`config.mk`:
```
export PLATFORM = sky130hd
export DESIGN_NAME = vertex_clip_transform
export DESIGN_NICKNAME = d
export VERILOG_FILES = /design/src/rtl/vertex_clip_transform.sv
export SDC_FILE = /design/constraint.sdc
export NUM_CORES = 2
export LEC_CHECK = 0
export CORE_ASPECT_RATIO = 0.9
export CORE_MARGIN = 1.5
export CORE_UTILIZATION = 30
export DETAILED_ROUTE_END_ITERATION = 10
export DONT_BUFFER_PORTS = 1
export PLACE_DENSITY_LB_ADDON = 0.08
export REMOVE_ABC_BUFFERS = 1
export SYNTH_ARGS = -nofsm -noshare
export SYNTH_HDL_FRONTEND = slang
export SYNTH_SLANG_ARGS = --single-unit
```
`constraint.sdc`:
```
create_clock -name clk -period 24.7 [get_ports clk]
set_input_delay 3.705 -clock clk [delete_from_list [all_inputs] [get_ports clk]]
set_output_delay 3.705 -clock clk [all_outputs]
set_load 0.005 [all_outputs]
```
`src/rtl/vertex_clip_transform.sv`:
```
// Applies a 4x4 fixed-point projection matrix to view-space vertices (x,y,z,1),
// using one shared multiplier-accumulator that retires one product per cycle.
module vertex_clip_transform #(
  parameter int WI = 8,
  parameter int WF = 8,
  localparam int W = WI + WF
) (
  input  logic                 clk,
  input  logic                 rst,
  input  logic [15:0][W-1:0]   matrix,
  input  logic                 matrix_load,
  input  logic                 in_valid,
  output logic                 in_ready,
  input  logic [W-1:0]         vx,
  input  logic [W-1:0]         vy,
  input  logic [W-1:0]         vz,
  output logic                 out_valid,
  input  logic                 out_ready,
  output logic [W-1:0]         cx,
  output logic [W-1:0]         cy,
  output logic [W-1:0]         cz,
  output logic [W-1:0]         cw,
  output logic                 overflow
);

  localparam int AW = 2 * W + 2;
  localparam logic signed [W-1:0]  ONE     = {{(WI-1){1'b0}}, 1'b1, {WF{1'b0}}};
  localparam logic signed [AW-1:0] SAT_MAX = {{(AW-W+1){1'b0}}, {(W-1){1'b1}}};
  localparam logic signed [AW-1:0] SAT_MIN = {{(AW-W+1){1'b1}}, {(W-1){1'b0}}};

  typedef enum logic [1:0] {IDLE, MAC, DONE} state_t;

  state_t                 state_q, state_d;
  logic [3:0]             idx_q;
  logic [15:0][W-1:0]     mat_q;
  logic signed [W-1:0]    vx_p0, vy_p0, vz_p0;
  logic signed [AW-1:0]   acc_p1;
  logic [W-1:0]           c_q [4];
  logic                   ovf_q;

  logic                   accept;
  logic                   row_done;
  logic signed [W-1:0]    m_sel, v_sel;
  logic signed [2*W-1:0]  prod;
  logic signed [AW-1:0]   sum, rnd;

  function automatic logic signed [AW-1:0] round_half_up(input logic signed [AW-1:0] a);
    logic signed [AW-1:0] half;
    half = '0;
    half[WF-1] = 1'b1;
    return (a + half) >>> WF;
  endfunction

  function automatic logic is_clamped(input logic signed [AW-1:0] r);
    return (r > SAT_MAX) || (r < SAT_MIN);
  endfunction

  function automatic logic [W-1:0] saturate(input logic signed [AW-1:0] r);
    if (r > SAT_MAX)      return SAT_MAX[W-1:0];
    else if (r < SAT_MIN) return SAT_MIN[W-1:0];
    else                  return r[W-1:0];
  endfunction

  assign in_ready  = (state_q == IDLE);
  assign out_valid = (state_q == DONE);
  assign accept    = in_ready && in_valid;
  assign row_done  = (state_q == MAC) && (idx_q[1:0] == 2'b11);

  // Stage p0: operand select from the captured vertex and matrix register
  assign m_sel = $signed(mat_q[idx_q]);

  always_comb begin
    v_sel = ONE;
    case (idx_q[1:0])
      2'd0:    v_sel = vx_p0;
      2'd1:    v_sel = vy_p0;
      2'd2:    v_sel = vz_p0;
      default: v_sel = ONE;
    endcase
  end

  // Stage p1: full-precision product folded into the row accumulator
  assign prod = (2*W)'(m_sel) * (2*W)'(v_sel);
  assign sum  = acc_p1 + AW'(prod);
  assign rnd  = round_half_up(sum);

  always_comb begin
    state_d = state_q;
    case (state_q)
      IDLE:    if (in_valid) state_d = MAC;
      MAC:     if (idx_q == 4'd15) state_d = DONE;
      DONE:    if (out_ready) state_d = IDLE;
      default: state_d = IDLE;
    endcase
  end

  always_ff @(posedge clk or posedge rst) begin
    if (rst) begin
      state_q <= IDLE;
      idx_q   <= '0;
      mat_q   <= '0;
      ovf_q   <= 1'b0;
      for (int i = 0; i < 4; i++) c_q[i] <= '0;
    end else begin
      state_q <= state_d;
      if (in_ready && matrix_load) mat_q <= matrix;
      if (accept) begin
        idx_q <= '0;
        ovf_q <= 1'b0;
      end else if (state_q == MAC) begin
        idx_q <= idx_q + 4'd1;
      end
      if (row_done) begin
        c_q[idx_q[3:2]] <= saturate(rnd);
        if (is_clamped(rnd)) ovf_q <= 1'b1;
      end
    end
  end

  // Datapath registers carry no reset; they are always rewritten on accept
  always_ff @(posedge clk) begin
    if (accept) begin
      vx_p0  <= vx;
      vy_p0  <= vy;
      vz_p0  <= vz;
      acc_p1 <= '0;
    end else if (state_q == MAC) begin
      acc_p1 <= row_done ? '0 : sum;
    end
  end

  assign cx       = c_q[0];
  assign cy       = c_q[1];
  assign cz       = c_q[2];
  assign cw       = c_q[3];
  assign overflow = ovf_q;

endmodule

```
==> results by group <==
Run status
  • Status: completed

Critical path
  • Data required, critical path: 25110 ps
  • CP dominant cell by count: fa_1
  • Critical-path top delay cell: nor2_1
  • CP max stage delay: 1010 ps
  • Crit path max fanout: 32
  • Setup Crit Path Kind: flop to flop
  • CP Capture Type: flop
  • Arrival @ worst endpoint: 11940 ps
  • Critical path startpoint category: flop

Route
  • Antenna Nets Post-Route: 0
  • Drt via density: 4.96
  • # DRC: 0
  • Vias: 18900
  • Wirelength per Cell: 23.0 um
  • First DRT Iteration DRCs: 1166
  • Initial DRT Pass Iterations: 5
  • Final wirelength: 87.4 mm

GRT
  • Number of global-route vias before repair: 21100
  • Maximum number of pins on one net before global-route repair: 131
  • Initial antenna violation count: 39
  • GRT Util Overall: 18.0%
  • First-pass GRT wire length: 135 mm
  • Grt ovf: 0

Layout
  • Area grow syn2layout: 10.7%
  • Post-Layout Cell Count: 3806
  • Final nets: 3212
  • Util after Layout: 33.5%
  • Layout cell share with drive strength beyond 1: 20.3%

Clock tree
  • Post-CTS Setup Inserts: 0
  • TritonCTS clock tree: done
  • Clk slew on worst S/H paths: 60 ps
  • CTS Sinks: 409
  • Root Buffer: clkbuf_16
  • CTS Buf Count: 50
  • Hold-fix buffers at CTS: 0
  • Post-cts sizing count: 0
  • Worst-skew pair later-pin latency: 640 ps
  • Htree depth: 2
  • Clock tree buffer depth: 3

Yosys
  • Synthesized instance count: 2524
  • Cell taking the most area after synthesis: dfrtp_1
  • FF+latch count, synth: 409
  • Ys Warns: 0
  • Number of synthesized flops with an enable pin: 48
  • Ys async rst share: 80.0%
  • Seq/Total Area, Yosys: 35.4%
  • Top cells by area, synth: dfrtp_1 (28%), fa_1 (21%), mux2_2 (11%), mux4_2 (5.0%), edfxtp_1 (4.9%)
  • Average size of a mapped cell: 11.5 um2
  • Top cell type's share of synthesized area: 28.1%
  • Mapped Area: 29100 um2
  • Top FF cell, synth: dfrtp_1
  • Netlist cell types: 78

Run
  • # Max-Cap Violations: 0

Min path
  • Hold crit path type: flop to flop

Timing
  • Slew Limit Fails: 0
  • Fin. Hold Viols: 0
  • Fmax: 86.7 MHz
  • Period minus WS final: 11530 ps
  • Final setup fails: 0
  • Measured slew at the worst slew-check pin: 1190 ps
  • Headroom to the max-slew limit: 20.1%
  • Final setup skew: 94.0 ps
  • Setup TNS: 0 ps
  • Final period util: 46.7%
  • RSZ-0062 raised after global routing: no

Floorplanning
  • Die Span Y: 299 um
  • Number of core rows: 108
  • Initial Utilization: 30.3%
  • Chip width: 332 um
  • Die ar.: 99000 um2
  • Core ar.: 96300 um2
  • IO Pins: 376

Placement
  • Placed Cells: 3704
  • # port buffers: 0
  • DP HPWL: 67.2 mm
  • RePlAce Congestion: 0.849
==> state kept, by name (all words and copies together), names as in the netlist <==
| name | cells |
|---|---|
| vx_p0 | 16 |
| acc_p1 | 34 |
| cx | 16 |
| cw | 16 |
| state_q | 2 |
| vz_p0 | 16 |
| cz | 16 |
| overflow | 1 |
| cy | 16 |
| mat_q | 256 |
| vy_p0 | 16 |
| idx_q | 4 |
==> cells in the final DEF, fill, tap and decap left out, drive strengths merged, types with 34 or more instances in the layout <==
master,n
dfrtp,327
inv,321
fa,305
mux2,273
nand2,201
nor2,196
o21ai,111
ha,107
clkbuf,74
mux4,65
a21oi,50
edfxtp,48
buf,35
dfxtp,34
==> per-layer routing <==
layer  GRT usage (%)  vias up  part of all wire [%]  wire [um]
li1                -     8420                     -          -
met1            22.2     9834                    42      36600
met2            30.8      410                    50      43500
met3            5.13      153                   6.0       5260
met4            4.42       46                   1.9       1700
met5               0        -                  0.32        283
==> critical path, delay by kind of cell (launching register included) <==
kind,cells,cell delay [ps]
buf+inv,3,180
fa+ha+maj,8,4590
compound gates,8,3030
flops,1,810
simple gates,7,2670
==> cell usage after synthesis (6+ instances only) <==
cell / count
dfrtp_1: 327
inv_1: 320
fa_1: 305
mux2_2: 273
nand2_1: 201
nor2_1: 196
ha_1: 107
clkbuf_1: 96
mux4_2: 65
o21ai_0: 63
edfxtp_1: 48
o21ai_1: 48
a21oi_1: 41
dfxtp_1: 34
xnor2_1: 29
nand2b_1: 28
or2_2: 26
a22o_1: 25
xor2_1: 21
nand3_1: 20
mux2i_1: 16
buf_1: 13
and2_1: 12
nor3_1: 12
o21a_1: 12
a21o_1: 11
a222oi_1: 11
nand4_1: 11
a211oi_1: 9
a21oi_2: 9
a31oi_1: 9
nand4b_1: 7
nor2b_1: 7
o211ai_1: 7
o21bai_1: 7
or3_1: 7
a211o_1: 6
a22oi_1: 6
buf_2: 6
==> worst paths after layout <==
| path | slack [ps] | startpoint | cells after the start | to |
|---|---|---|---|---|
| worst max-delay path | 13170 | idx_q[1] | 26 | cx[14] |
| worst min-delay path | 480 | acc_p1[23] | 2 | acc_p1[23] |
| worst max register to register | 13170 | idx_q[1] | 26 | cx[14] |
| worst min register to register | 480 | acc_p1[23] | 2 | acc_p1[23] |
| max in group asynchronous | 19290 | rst | 3 | mat_q[98] |
| min in group asynchronous | 3130 | rst | 1 | mat_q[235] |
==> metrics by stage <==
stage | setup slack [ps] | hold slack, ps | instance area (um2)
2_1_floorplan | 11940 | 432 | 28700
3_3_place_gp | 13280 | 471 | 30600
3_5_place_dp | 13120 | 474 | 30600
4_1_cts | 12990 | 487 | 32200
5_1_grt | 12240 | 491 | 32200
6_report | 13170 | 484 | 32300
==> cell families after synthesis <==
logic type	count (synthesis)	share of synthesized area, %
AND/OR/NAND/NOR	554	8.62
flip-flops	409	35.4
adder cells (fa/ha/maj)	412	25.5
XOR/XNOR	50	1.50
buffers and inverters	441	5.78
multiplexers	354	16.1
AO/OA/AOI/OAI	304	7.08
==> cell type report <==
cell class | count | area [um2]
Fill cell | 9657 | 64100
Inverter | 321 | 1210
Tap cell | 1265 | 1580
Timing Repair Buffer | 35 | 263
Clock inverter | 13 | 236
Antenna cell | 15 | 37.5
Multi-Input combinational cell | 1674 | 17200
Clock buffer | 74 | 1420
Sequential cell | 409 | 10300
Power is left out: the tool's default activity adds up to more than one toggle a clock period on the data nets, which glitch-free logic cannot reach.
